## config.mk

```make
export PLATFORM = sky130hd
export DESIGN_NAME = if_fetch_unit_flat
export DESIGN_NICKNAME = d
export VERILOG_FILES = /design/src/rtl/if_fetch_unit_pkg.sv /design/src/rtl/if_fetch_unit_if.sv /design/src/rtl/if_fetch_unit_hold_buf.sv /design/src/rtl/if_fetch_unit.sv /design/src/flat_wrapper.sv
export SDC_FILE = /design/constraint.sdc
export NUM_CORES = 1
export LEC_CHECK = 0
export CAP_MARGIN = 40
export CORE_MARGIN = 5
export CORE_UTILIZATION = 45
export CTS_CLUSTER_DIAMETER = 80
export DETAILED_ROUTE_END_ITERATION = 8
export MAX_ROUTING_LAYER = met4
export PLACE_DENSITY = 0.67
export SETUP_SLACK_MARGIN = 0.5
export SYNTH_ARGS = -nofsm -noshare
export SYNTH_HDL_FRONTEND = slang
export SYNTH_SLANG_ARGS = --single-unit
```

## constraint.sdc

```tcl
create_clock -name clk -period 4.7 [get_ports clk]
set_input_delay 0.94 -clock clk [delete_from_list [all_inputs] [get_ports clk]]
set_output_delay 0.94 -clock clk [all_outputs]
set_load 0.005 [all_outputs]
```

## src/rtl/if_fetch_unit_pkg.sv

```systemverilog
// if_fetch_unit_pkg: shared constants, FSM encodings and hold-entry type for the fetch stage
package if_fetch_unit_pkg;
  localparam logic RstEnable = 1'b1;
  localparam logic [31:0] ZeroWord = 32'h0000_0000;
  localparam logic YES = 1'b1;
  localparam logic NO = 1'b0;
  localparam logic STOP = 1'b1;
  localparam logic NO_STOP = 1'b0;
  localparam logic [31:0] NOP_INST = 32'h0000_0000;
  localparam logic [31:0] RESET_PC = 32'hBFC0_0000;
  localparam logic [1:0] IDLE = 2'b00;
  localparam logic [1:0] FETCH = 2'b01;
  localparam logic [1:0] HOLD = 2'b10;
  typedef struct packed {
    logic [31:0] pc;
    logic [31:0] inst;
    logic ds;
  } fetch_ent_t;
endpackage

```

## src/rtl/if_fetch_unit_if.sv

```systemverilog
// if_fetch_unit_if: instruction-memory req/ack bus between fetch (master) and memory (slave)
interface if_fetch_unit_if;
  logic inst_req;
  logic [31:0] inst_addr;
  logic inst_ack;
  logic [31:0] inst_rdata;
  modport master(output inst_req, inst_addr, input inst_ack, inst_rdata);
  modport slave(input inst_req, inst_addr, output inst_ack, inst_rdata);
endinterface

```

## src/rtl/if_fetch_unit_hold_buf.sv

```systemverilog
// if_hold_buf: one-entry skid register holding a fetched {pc, inst, delay-slot} while decode stalls
module if_hold_buf
  import if_fetch_unit_pkg::*;
(
  input  logic clk,
  input  logic rst,
  input  logic load,
  input  logic unload,
  input  fetch_ent_t d,
  output fetch_ent_t q,
  output logic empty
);
  // capture on load; occupancy tracks load/unload
  always_ff @(posedge clk) begin
    if (rst) begin
      q <= '0;
      empty <= 1'b1;
    end else begin
      if (load) q <= d;
      empty <= load ? 1'b0 : unload ? 1'b1 : empty;
    end
  end
endmodule

```

## src/rtl/if_fetch_unit.sv

```systemverilog
// if_fetch_unit: IF stage owning the PC, fetching over req/ack, with delayed-branch redirect (optional IF_FETCH_EXC_EN adds misaligned-fetch exception)
module if_fetch_unit
  import if_fetch_unit_pkg::*;
#(
  parameter logic [31:0] RESET_PC = if_fetch_unit_pkg::RESET_PC,
  parameter logic [31:0] NOP_INST = if_fetch_unit_pkg::NOP_INST
) (
  input  logic clk,
  input  logic rst,
  if_fetch_unit_if.master mem,
  input  logic stall_i,
  input  logic branch_flag_i,
  input  logic [31:0] branch_addr_i,
  output logic [31:0] pc_o,
  output logic [31:0] inst_o,
  output logic inst_valid_o,
`ifdef IF_FETCH_EXC_EN
  output logic fetch_exc_o,
`endif
  output logic is_delayslot_o
);
  logic [1:0] state, nxt_state;
  logic [31:0] pc_r, redir_tgt, next_pc;
  logic redir_pend, br_now, ack_ok, ds, unload, req, exc, halted;
  fetch_ent_t hb_d, hb_q;
  logic hb_empty;
`ifdef IF_FETCH_EXC_EN
  logic misalign;
  assign misalign = |pc_r[1:0];
  assign req = (state == FETCH) && !misalign;
  assign exc = (state == FETCH) && misalign && !stall_i;
  assign mem.inst_addr = pc_r;
`else
  assign req = (state == FETCH);
  assign exc = 1'b0;
  assign halted = 1'b0;
  assign mem.inst_addr = {pc_r[31:2], 2'b00};
`endif
  assign mem.inst_req = req;
  assign ack_ok = req && mem.inst_ack;
  assign br_now = branch_flag_i && !stall_i;
  assign ds = br_now || redir_pend;
  assign next_pc = ds ? (br_now ? branch_addr_i : redir_tgt) : pc_r + 32'd4;
  assign unload = (state == HOLD) && !stall_i && !hb_empty;
  assign hb_d = {pc_r, mem.inst_rdata, ds};
  if_hold_buf u_hold (
    .clk(clk),
    .rst(rst),
    .load(ack_ok && stall_i),
    .unload(unload),
    .d(hb_d),
    .q(hb_q),
    .empty(hb_empty)
  );
  // next-state selection for the IDLE/FETCH/HOLD sequencer
  always_comb begin
    nxt_state = state == IDLE  ? (halted ? IDLE : FETCH)
              : state == FETCH ? (exc ? IDLE : (ack_ok && stall_i) ? HOLD : FETCH)
              : state == HOLD  ? (unload ? FETCH : HOLD)
              : IDLE;
  end
  // PC, FSM and pending-redirect bookkeeping; a pending redirect is consumed by the next capture
  always_ff @(posedge clk) begin
    if (rst) begin
      state <= IDLE;
      pc_r <= RESET_PC;
      redir_pend <= 1'b0;
      redir_tgt <= ZeroWord;
    end else begin
      state <= nxt_state;
      pc_r <= ack_ok ? next_pc : pc_r;
      redir_pend <= ack_ok ? 1'b0 : br_now ? 1'b1 : redir_pend;
      redir_tgt <= (!ack_ok && br_now) ? branch_addr_i : redir_tgt;
    end
  end
  // decode-facing registers: frozen under stall, else buffer drain, fresh data, exception or bubble
  always_ff @(posedge clk) begin
    if (rst) begin
      pc_o <= ZeroWord;
      inst_o <= NOP_INST;
      inst_valid_o <= 1'b0;
      is_delayslot_o <= 1'b0;
    end else if (!stall_i) begin
      if (unload) begin
        {pc_o, inst_o, is_delayslot_o} <= hb_q;
        inst_valid_o <= 1'b1;
      end else if (ack_ok) begin
        pc_o <= pc_r;
        inst_o <= mem.inst_rdata;
        inst_valid_o <= 1'b1;
        is_delayslot_o <= ds;
      end else if (exc) begin
        pc_o <= pc_r;
        inst_o <= NOP_INST;
        inst_valid_o <= 1'b1;
        is_delayslot_o <= 1'b0;
      end else begin
        inst_o <= NOP_INST;
        inst_valid_o <= 1'b0;
        is_delayslot_o <= 1'b0;
      end
    end
  end
`ifdef IF_FETCH_EXC_EN
  // exception flag travels with the delivered word; halt is sticky until reset
  always_ff @(posedge clk) begin
    if (rst) begin
      fetch_exc_o <= 1'b0;
      halted <= 1'b0;
    end else begin
      if (!stall_i) fetch_exc_o <= exc;
      halted <= halted || exc;
    end
  end
`endif
endmodule

```

## src/flat_wrapper.sv

```systemverilog
// flat-port wrapper written by rule: the top's interface ports become plain ports
module if_fetch_unit_flat import if_fetch_unit_pkg::*;
#(
  parameter logic [31:0] RESET_PC = if_fetch_unit_pkg::RESET_PC,
  parameter logic [31:0] NOP_INST = if_fetch_unit_pkg::NOP_INST
)
  (clk, rst, stall_i, branch_flag_i, branch_addr_i, pc_o, inst_o, inst_valid_o, is_delayslot_o, mem_inst_req, mem_inst_addr, mem_inst_ack, mem_inst_rdata);
  if_fetch_unit_if mem_i ();
  input  logic clk;
  input  logic rst;
  input  logic stall_i;
  input  logic branch_flag_i;
  input  logic [31:0] branch_addr_i;
  output logic [31:0] pc_o;
  output logic [31:0] inst_o;
  output logic inst_valid_o;
  output logic is_delayslot_o;
  output wire logic [$bits(mem_i.inst_req)-1:0] mem_inst_req;
  output wire logic [$bits(mem_i.inst_addr)-1:0] mem_inst_addr;
  input wire logic [$bits(mem_i.inst_ack)-1:0] mem_inst_ack;
  input wire logic [$bits(mem_i.inst_rdata)-1:0] mem_inst_rdata;
  assign mem_inst_req = mem_i.inst_req;
  assign mem_inst_addr = mem_i.inst_addr;
  assign mem_i.inst_ack = mem_inst_ack;
  assign mem_i.inst_rdata = mem_inst_rdata;
  if_fetch_unit #(.RESET_PC(RESET_PC), .NOP_INST(NOP_INST)) u_core (.clk(clk), .rst(rst), .mem(mem_i), .stall_i(stall_i), .branch_flag_i(branch_flag_i), .branch_addr_i(branch_addr_i), .pc_o(pc_o), .inst_o(inst_o), .inst_valid_o(inst_valid_o), .is_delayslot_o(is_delayslot_o));
endmodule
```

==> reports/results.tsv <==
metric	value	unit
layoutNonFillerInstCount	1493	
period_needed	3.12	ns
final_common_cell	nand2_1	
cts.sinks	199	
max_slew_margin	0.394	
die-area	22600	µm²
synthCells	1144	
io_pins	168	
via_per_inst	5.51	
p_leak	3.59	nW
clock_path_buffers	2	
initial_core_util	0.456	
via_count	8220	
synth_cell_type_count	54	
seq_area	3980	µm²
gr-total-overflow	0	
clk_latency	0.43	ns
dp_cells	1461	
crit_path_end_kind	flop	
drive_gt1_frac	0.0513	
hold_viol	0	
final_cell_mix	nand2_1 (245), dfxtp_1 (199), a21oi_1 (172)	
postCtsSetupBuffers	0	
status	finished, final reports clean	
n_fill_cell	1830	
num_antenna_cells	0	
grt_max_degree	111	
startpoint_type	primary input	
fmax	0.321	GHz
die_x	150	µm
hp-class	flop to flop	
rsz0062_at_grt	no	
portBuffers	165	
gp_congestion	0.835	
slew_violations	0	
fin_setup_tns	0	ns
synth_edf_count	0	
hold_buffers	0	
power	0.00371	W
routed_wl	24600	µm
p_per_area	338	nW/µm²
worst_pin_slew	0.909	ns
wire_per_inst	16.5	µm
cp.arrival	3.40	ns
ys_warn_count	0	
grt_pass1_vias	7441	
cts_resized	0	
setup_violations	0	
hpwl	16400	µm
cts_root_buf	clkbuf_16	
drv_cap	0	
grt_antenna_before_repair	0	
clk_pin_slew	0.08	ns
syn2layout_area_growth	24.2	%
syn_area_per_cell	7.73	µm²
firstDrtPassIters	5	
vdd_drop_max	0.000253	V
finClkSkew	0.0127	ns
async_reset_ff_frac	0	
syn_area	8840	µm²
yosysSeqAreaShare	0.451	
grt_pass1_wl	39600	µm
rows	51	
nets	1285	
crit_required	4.98	ns
track_usage	0.222	
die_h	150	µm
antenna_left	0	
ys.flop_type	dfxtp_1	
cts_made_buffers	17	
worstPathMaxFanout	40	
dpl-instance-area	10400	µm²
final_core_utilization	0.566	
worstSetupPathType	primary input to flop	
cts_tree	built	
multi_input_area	4230	µm²
post-route-period-util	0.664	
drt-initial-drc-count	745	
h-tree-depth	4	
fp.coreArea	19400	µm²
drc	0	
synth_seq_cells	199	
final_cell_area	11000	µm²
[sequential cells by signal, summed over array words and instances, names as in the netlist]
| register | count |
|---|---|
| u_core.inst_valid_o | 1 |
| u_core.u_hold.q | 65 |
| u_core.redir_tgt | 32 |
| u_core.pc_r | 32 |
| u_core.inst_o | 32 |
| u_core.redir_pend | 1 |
| u_core.state | 2 |
| u_core.pc_o | 32 |
| u_core.u_hold.empty | 1 |
| u_core.is_delayslot_o | 1 |
[cell usage after synthesis, types with 12 or more instances]
| cell | instances | area share |
|---|---|---|
| clkbuf_1 | 71 | 0.030 |
| buf_2 | 12 | 0.0068 |
| nand3_1 | 35 | 0.020 |
| o21ai_0 | 20 | 0.011 |
| a22oi_1 | 33 | 0.028 |
| nor2_1 | 121 | 0.051 |
| buf_1 | 14 | 0.0059 |
| buf_4 | 33 | 0.028 |
| a21oi_1 | 172 | 0.097 |
| nand2_1 | 246 | 0.10 |
| dfxtp_1 | 199 | 0.45 |
| a211oi_1 | 41 | 0.035 |
| mux2i_1 | 31 | 0.035 |
[cell families after synthesis]
family	count (synthesis)	share of synthesized area
AOI/OAI and AO/OA	309	0.214
xor gates and xnor gates	1	0.000991
adders and majority gates	1	0.00141
buffers and inverters	138	0.0746
DFF	199	0.451
muxes	31	0.0351
other	1	0.000424
and+or+nand+nor	464	0.223
[critical path: stages]
cell	delay (ns)
clkdlybuf4s50_1	0.49
and3b_2	0.73
nand2_2	0.58
buf_4	0.43
nand2_1	0.12
a21oi_1	0.07
[layer usage]
metal / vias to the layer above / track usage / part of all wire
li1: 4085 / - / -
met1: 3840 / 0.330 / 0.49
met2: 276 / 0.317 / 0.44
met3: 19 / 0.0370 / 0.062
met4: 0 / 0.0467 / 0.010
met5: - / - / 0
[path summary, 6_finish.rpt]
path                        start                    to  slack [ns]  cells past startpoint
min          u_core.redir_tgt[24]  u_core.redir_tgt[24]        0.45                      2
max                  mem_inst_ack   u_core.u_hold.q[34]        1.58                      6
min reg2reg  u_core.redir_tgt[24]  u_core.redir_tgt[24]        0.45                      2
max reg2reg       u_core.state[0]   u_core.u_hold.q[34]        2.07                      5
[where the power goes]
part           internal, W  switching, W
Clock             0.000761      0.000709
Combinational     0.000198      0.000233
Sequential         0.00175     0.0000556
[final cells by class]
class,instances,share of cell area
timing repair buffer,183,0.166
clock buffer,18,0.0391
clock inverter,14,0.0145
inverter,6,0.00205
multi-input combinational,808,0.385
sequential,199,0.363
tap,265,0.0302
[per-stage QoR]
| stage | hold slack, ns | setup slack, ns |
|---|---|---|
| 2_1_floorplan | 0.432 | 2.43 |
| 3_3_place_gp | 0.438 | 1.15 |
| 3_5_place_dp | 0.443 | 1.13 |
| 4_1_cts | 0.454 | 1.59 |
| 5_1_grt | 0.474 | 1.36 |
| 6_report | 0.452 | 1.58 |
Note: power is estimated with default switching activity, not from simulation.
